**config.mk**
```make
export PLATFORM = sky130hd
export DESIGN_NAME = ty_stream_join_fifo
export DESIGN_NICKNAME = d
export VERILOG_FILES = /design/src/rtl/ty_stream_pkg.sv /design/src/rtl/ty_sync_fifo.sv /design/src/rtl/ty_stream_join_fifo.sv
export SDC_FILE = /design/constraint.sdc
export NUM_CORES = 1
export LEC_CHECK = 0
export ABC_AREA = 0
export CAP_MARGIN = 20
export CORE_UTILIZATION = 57
export DETAILED_ROUTE_END_ITERATION = 6
export DONT_BUFFER_PORTS = 1
export PLACE_DENSITY_LB_ADDON = 0.1
export REMOVE_ABC_BUFFERS = 1
export SYNTH_ARGS = -nofsm -noshare
export SYNTH_HDL_FRONTEND = slang
export SYNTH_SLANG_ARGS = --single-unit
```
**constraint.sdc**
```tcl
create_clock -name aclk -period 3.8 [get_ports aclk]
set_input_delay 0.76 -clock aclk [delete_from_list [all_inputs] [get_ports aclk]]
set_output_delay 0.76 -clock aclk [all_outputs]
set_load 0.02 [all_outputs]
```
**src/rtl/ty_stream_pkg.sv**
```systemverilog
// Shared constants and width helpers for the stream join FIFO and its channel FIFOs.
package ty_stream_pkg;

  localparam int TY_GVECT      = 1;
  localparam int TY_DATA_WIDTH = 32 * TY_GVECT;

  typedef logic [TY_DATA_WIDTH-1:0] vec_t;

  // A one-entry-wide pointer is still kept at one bit so the FIFO never has a zero-width field.
  function automatic int ptr_w(input int depth);
    return (depth > 1) ? $clog2(depth) : 1;
  endfunction

  function automatic int cnt_w(input int depth);
    return $clog2(depth) + 1;
  endfunction

endpackage

```
**src/rtl/ty_sync_fifo.sv**
```systemverilog
// Single-clock FIFO for one input channel; head entry is visible combinationally on dout.
module ty_sync_fifo
  import ty_stream_pkg::*;
#(
  parameter int W     = TY_DATA_WIDTH,
  parameter int DEPTH = 4,
  localparam int PW   = ptr_w(DEPTH),
  localparam int CW   = cnt_w(DEPTH)
) (
  input  logic          clk,
  input  logic          rst_n,
  input  logic          push,
  input  logic          pop,
  input  logic [W-1:0]  din,
  output logic [W-1:0]  dout,
  output logic [CW-1:0] count,
  output logic          full,
  output logic          empty
);

  logic [W-1:0]  mem_q [DEPTH];
  logic [PW-1:0] wr_ptr_q, wr_ptr_d;
  logic [PW-1:0] rd_ptr_q, rd_ptr_d;
  logic [CW-1:0] count_q, count_d;
  logic          live_q;
  logic          push_ok;
  logic          pop_ok;

  // Not accepting while in reset or until the first edge after release, so full covers both.
  assign full    = ~live_q | (count_q == CW'(DEPTH));
  assign empty   = (count_q == '0);
  assign push_ok = push & ~full;
  assign pop_ok  = pop & ~empty;
  assign count   = count_q;
  assign dout    = empty ? '0 : mem_q[rd_ptr_q];

  always_comb begin
    wr_ptr_d = wr_ptr_q + PW'(push_ok);
    rd_ptr_d = rd_ptr_q + PW'(pop_ok);
    count_d  = count_q + CW'(push_ok) - CW'(pop_ok);
  end

  always_ff @(posedge clk or negedge rst_n) begin
    if (!rst_n) begin
      wr_ptr_q <= '0;
      rd_ptr_q <= '0;
      count_q  <= '0;
      live_q   <= 1'b0;
    end else begin
      wr_ptr_q <= wr_ptr_d;
      rd_ptr_q <= rd_ptr_d;
      count_q  <= count_d;
      live_q   <= 1'b1;
    end
  end

  always_ff @(posedge clk) begin
    if (push_ok) begin
      mem_q[wr_ptr_q] <= din;
    end
  end

endmodule

```
**src/rtl/ty_stream_join_fifo.sv**
```systemverilog
// Per-channel input buffering with an all-channels-valid join and a joined-beat counter.
module ty_stream_join_fifo
  import ty_stream_pkg::*;
#(
  parameter int C_DATA_WIDTH   = TY_DATA_WIDTH,
  parameter int C_NUM_CHANNELS = 2,
  parameter int C_FIFO_DEPTH   = 4
) (
  input  logic                                     aclk,
  input  logic                                     areset,
  input  logic [C_NUM_CHANNELS-1:0]                s_tvalid,
  input  logic [C_NUM_CHANNELS*C_DATA_WIDTH-1:0]   s_tdata,
  output logic [C_NUM_CHANNELS-1:0]                s_tready,
  output logic [C_NUM_CHANNELS-1:0]                m_tvalid,
  output logic [C_NUM_CHANNELS*C_DATA_WIDTH-1:0]   m_tdata,
  input  logic [C_NUM_CHANNELS-1:0]                m_tready,
  output logic [31:0]                              beat_cnt
);

  localparam int CW = cnt_w(C_FIFO_DEPTH);

  logic [C_NUM_CHANNELS-1:0] chan_ok;
  logic                      join_valid;
  logic                      pop;
  logic [31:0]               beat_cnt_q, beat_cnt_d;

  for (genvar gi = 0; gi < C_NUM_CHANNELS; gi++) begin : g_ch
    logic [CW-1:0] count;
    logic          full;
    logic          empty;

    ty_sync_fifo #(
      .W     (C_DATA_WIDTH),
      .DEPTH (C_FIFO_DEPTH)
    ) u_fifo (
      .clk   (aclk),
      .rst_n (areset),
      .push  (s_tvalid[gi]),
      .pop   (pop),
      .din   (s_tdata[gi*C_DATA_WIDTH +: C_DATA_WIDTH]),
      .dout  (m_tdata[gi*C_DATA_WIDTH +: C_DATA_WIDTH]),
      .count (count),
      .full  (full),
      .empty (empty)
    );

    assign chan_ok[gi]  = (count != '0) & ~empty;
    assign s_tready[gi] = ~full;
  end

  // Every channel pops together, so a beat is only released once all heads exist.
  assign join_valid = &chan_ok;
  assign pop        = join_valid & (&m_tready);
  assign m_tvalid   = {C_NUM_CHANNELS{join_valid}};
  assign beat_cnt   = beat_cnt_q;

  always_comb begin
    beat_cnt_d = beat_cnt_q + 32'(pop);
  end

  always_ff @(posedge aclk or negedge areset) begin
    if (!areset) begin
      beat_cnt_q <= '0;
    end else begin
      beat_cnt_q <= beat_cnt_d;
    end
  end

endmodule

```
## Yosys cells after proc, flatten, opt, wreduce, memory -nomap -nowiden

Memory sizes are Yosys's and may differ from the RTL's.
Index checks and enable logic that the tools add are counted.

| cells by class | value |
|---|---|
| $add $sub $neg | 9 |
| eq/ne operators | 2 |
| muxes and demuxes | 6 |
| bitwise operators | 14 |
| reductions and logical operators | 6 |

Operators with widths:

| cell | number |
|---|---|
| $mux 32 | 2 |
| $add 32x1->32 | 1 |
| $add 2x1->2 | 4 |
| $and 1x1->1 | 7 |
| $add 3x1->3 | 2 |
| $eq 3x3->1 const B | 2 |
| $logic_not 3->1 | 2 |
| $reduce_bool 3->1 | 2 |
| $sub 3x1->3 | 2 |
| $not 1->1 | 5 |
| $mux 1 | 4 |
| $reduce_and 2->1 | 2 |
| $or 1x1->1 | 2 |

| storage, ports and cells | value |
|---|---|
| flip-flop bits (word level) | 47 |
| memory bits (writable) | 256 |
| output and inout port bits | 100 |
| memories kept | 2 |

Memories:

| memory | depth | bits a word | rd ports | clocked after memory_dff | wr ports | line | RTL |
|---|---|---|---|---|---|---|---|
| g_ch[0].u_fifo.mem_q | 4 | 32 | 1 | 0 | 1 | ty_sync_fifo.sv:21 | `logic [W-1:0] mem_q [DEPTH];` |
| g_ch[1].u_fifo.mem_q | 4 | 32 | 1 | 0 | 1 | ty_sync_fifo.sv:21 |  |

## Logic depth before layout (Yosys ltp)

| depth | value |
|---|---|
| word-level depth | 7 |
| gate-level depth with buffers | 8 |

## Hierarchy

A second synthesis with hierarchy kept.

| second synthesis, totals | value |
|---|---|
| cell total of the unflattened synthesis | 602 |
| area, all modules | 12042.8 µm² |

By module, submodules not included:

| module | times used | cells an instance | area an instance (µm²) | sequential area each (µm²) |
|---|---|---|---|---|
| ty_sync_fifo | 2 | 236 | 5266.3 | 4043.9 |
| ty_stream_join_fifo | 1 | 130 | 1510.2 | 800.8 |

## Worst setup path before layout

OpenSTA, ideal clock, no wires.

| path | value |
|---|---|
| kind | reg-to-reg |
| start | register g_ch[1].u_fifo.count_q[1] |
| end | memory g_ch[1].u_fifo.mem_q[1][0] (netlist name) (enable) |
| arrival | 3.658 ns |
| required time | 3.332 ns |
| path slack | -0.326 ns |
| stages on the path, launching flop included | 5 |
| path buffers | 0 |
| period minus slack after synthesis | 4.126 ns |
| cell sequence | dfrtp_1 -> nor2_1 -> a21boi_0 -> nand2_1 -> nor3b_1 |

| between the ends | value |
|---|---|
| cells in the longest elaborated chain, start to end | 6 |

RTL lines:

| item | line | RTL |
|---|---|---|
| from (decl) | ty_sync_fifo.sv:24 | `logic [CW-1:0] count_q, count_d;` |
| from (signal assigned) | ty_sync_fifo.sv:52 | `count_q <= count_d;` |
| $eq 3x3->1 | ty_sync_fifo.sv:30 | `assign full = ~live_q \| (count_q == CW'(DEPTH));` |
| $or 1x1->1 | ty_sync_fifo.sv:30 |  |
| $not 1->1 | n/a |  |
| named net s_tready[1] | ty_stream_join_fifo.sv:13 | `output logic [C_NUM_CHANNELS-1:0] s_tready,` |
| $and 1x1->1 | ty_sync_fifo.sv:32 | `assign push_ok = push & ~full;` |
| $mux 1 | ty_sync_fifo.sv:58 | `if (push_ok) begin` |
| $mux 1 (implied by the code) | ty_sync_fifo.sv:59 | `mem_q[wr_ptr_q] <= din;` |
| to (decl) | ty_sync_fifo.sv:21 |  |

The timed path passes the listed nets, and every way through them passes these cells.

## Final worst setup path

| path | value |
|---|---|
| start | register g_ch[1].u_fifo.rd_ptr_q[0] |
| end | output m_tdata[40] |

| between the ends | value |
|---|---|
| cells in the longest elaborated chain, start to end | 2 |

RTL lines:

| item | line | RTL |
|---|---|---|
| from (decl) | ty_sync_fifo.sv:23 | `logic [PW-1:0] rd_ptr_q, rd_ptr_d;` |
| from (signal assigned) | ty_sync_fifo.sv:51 | `rd_ptr_q <= rd_ptr_d;` |
| $mem_v2 4x32 | n/a |  |
| $mux 32 | ty_sync_fifo.sv:35 | `assign dout = empty ? '0 : mem_q[rd_ptr_q];` |
| to (decl) | ty_stream_join_fifo.sv:15 | `output logic [C_NUM_CHANNELS*C_DATA_WIDTH-1:0] m_tdata,` |

Every way passes these cells.

==> flow_summary.ini <==
[status]
status = completed

[die]
dieArea_sq_mm = 0.0214
core_area_sq_mm = 0.0203
fp.dieW_um = 146
num_rows = 52
start_util_pct = 58.3
die_h_um = 146
ios = 170

[timing]
fin_crit_sh_pct = 83.5
rsz0062_at_grt = no
period_needed_ns = 3.17
slew_headroom_pct = 41.5
setup_tns_ns = 0
finalClockSkew_ns = 0.0292
worstMarginPinSlew_ns = 0.878
slew_violations = 0
fmax_mhz = 315
setup_viol = 0
layout_setup_ws_ns = 0.629
finalHoldViolCount = 0

[synth]
synthMuxAreaShare_pct = 12.2
yosysSeqAreaShare_pct = 74.9
yosys.area.top_type = edfxtp_1
synth_top_family_by_area = multiplexers
synth_edf_count = 256
syn_inst = 601
avgSynthCellArea_sq_um = 19.7
synth.top_cell.area_share_pct = 64.9
synthTopCellsByArea = edfxtp_1 65%, mux4_2 12%, dfrtp_1 9.9%, nor2b_1 3.3%, xor2_1 1.8%
synth-simple-area-share_pct = 7.45
async_flop_share_pct = 15.5
synthAdderAreaFrac_pct = 0.972
synth-seq-cells = 303
synth_area_sq_mm = 0.0118
synthXorXnorAreaFrac_pct = 2.96
ys_types = 31
synth_compound_area_share_pct = 0.222
synth_ff_type = edfxtp_1
ys.warnings.count = 0

[cts]
cts_root_buffer = clkbuf_16
postCtsSetupBuffers = 0
post_cts_resized = 0
hold_buffers = 1
insertion_delay_ns = 0.55
htreeDepth = 1
cts.clk_slew.worst_paths_ns = 0.06
clock_path_buffers = 3
cts_tree = done
cts_buffers = 30
cts_sinks = 303

[power_and_ir_drop]
p_total_w = 0.00986
p_leak_nw = 4.59
power_density_mw_per_mm2 = 746
ir_drop_uv = 496

[placement]
post-dp-hpwl_um = 12900
port_buffers = 0
placedInstanceArea_sq_mm = 0.0122
post-place-ws_ns = 1.12
gp_congestion = 0.762

[finish]
layout.cells.most_common_list = 256 x edfxtp_1, 64 x mux4_2, 63 x nor2b_1, 45 x dfrtp_1, 31 x clkbuf_16
fin_area_sq_mm = 0.0132
drive_above_1_share_pct = 21.9
final_nets = 703
area_growth_syn_to_layout_pct = 11.6
layout_commonest_cell = edfxtp_1
fin_util_pct = 65.1
diodes = 0

[critical_path]
cp_slowest_stage_delay_ns = 0.76
worst_r2r_path_depth = 9
end_kind = output port
timing_worst_setup_path_type = reg2out
worstSetupPathDepth = 3
critPathBufInv = 1
crit_family = flip-flops
startpoint_type = register
crit_slowest_cell = dfrtp_2
crit_arrival_ns = 2.41
cp_max_fo = 19
crit_required_ns = 3.04
crit_chain = buf_4 > mux4_2 > nor2b_1

[hold_path]
hold_path.class = in2async

[detailed_routing]
vias_per_cell = 5.86
drt-initial-drc-count = 282
vias = 5379
firstDrtPassIters = 4
routed_wl_um = 20800
routedWlPerCell_um = 22.6
drc = 0
ant_nets = 0

[global_route]
grt_overflow = 0
grt_usage_pct = 20.3
grt_max_degree = 48
antenna_found_initial = 0
grt_pass1_vias = 5846
grt_pass1_wl_um = 32800

[flow_run]
drv_cap = 0
cell families after synthesis:
kind of cell	Yosys count
DFF	303
AOI/OAI and AO/OA	4
other	1
and+or+nand+nor	148
buffers and inverters	33
muxes	64
xor gates and xnor gates	40
adders and majority gates	8
final cells by class:
cell class,instances,area [sq um]
Timing Repair Buffer,19,163
Clock buffer,44,885
Inverter,6,22.5
Fill cell,1389,7090
Clock inverter,11,75.1
Tap cell,270,338
Multi-Input combinational cell,265,2860
Sequential cell,303,8870
power breakdown:
part,total (W),switching (W),internal [W]
Sequential,0.00435,0.000315,0.00404
Clock,0.00281,0.00114,0.00167
Combinational,0.00270,0.00165,0.00105
per-layer routing:
| metal | routed length, um | track usage, % | share of wire, % |
|---|---|---|---|
| met5 | 0 | 0 | 0 |
| met1 | 7840 | 24.2 | 38 |
| met4 | 505 | 5.73 | 2.4 |
| met3 | 1820 | 6.84 | 8.8 |
| met2 | 10600 | 35.2 | 51 |
Yosys cell counts (6+ instances only):
cell	number
xnor2_1	15
ha_1	6
nand2_1	23
nor3_1	7
nor2_1	7
clkbuf_1	12
buf_2	9
mux4_2	64
nor2b_1	63
buf_4	6
nand3_1	11
nor4_1	10
and3_1	8
edfxtp_1	256
inv_1	6
dfrtp_1	47
xor2_1	25
path summary, 6_finish.rpt:
path	from	to	slack (ns)
setup / recovery	g_ch[1].u_fifo.rd_ptr_q[0]$_DFF_PN0_	m_tdata[40]	0.63
hold / removal	areset	beat_cnt[17]$_DFF_PN0_	0.05
setup reg to reg	g_ch[1].u_fifo.count[2]$_DFF_PN0_	g_ch[1].u_fifo.count[2]$_DFF_PN0_	1.27
hold reg to reg	g_ch[1].u_fifo.count[2]$_DFF_PN0_	g_ch[1].u_fifo.count[2]$_DFF_PN0_	0.57
max in group asynchronous	areset	g_ch[1].u_fifo.rd_ptr_q[0]$_DFF_PN0_	3.50
min in group aclk	s_tdata[25]	g_ch[0].u_fifo.mem_q[0][25]$_DFFE_PP_	0.30
flip-flops by register name (all words and copies together), names as in the netlist:
name and cells:
beat_cnt 32, g_ch.u_fifo.mem_q 256, g_ch.u_fifo.live_q 1, g_ch.u_fifo.wr_ptr_q 4
g_ch.u_fifo.rd_ptr_q 4, g_ch.u_fifo.count 6
stage by stage:
stage	hold WS, ns	instances
after floorplan	0.464	574
after global placement	0.465	862
after detailed placement	0.465	862
after CTS	0.0499	918
after global routing	0.0586	918
final	0.0526	918
(Power assumes the default switching activity.)
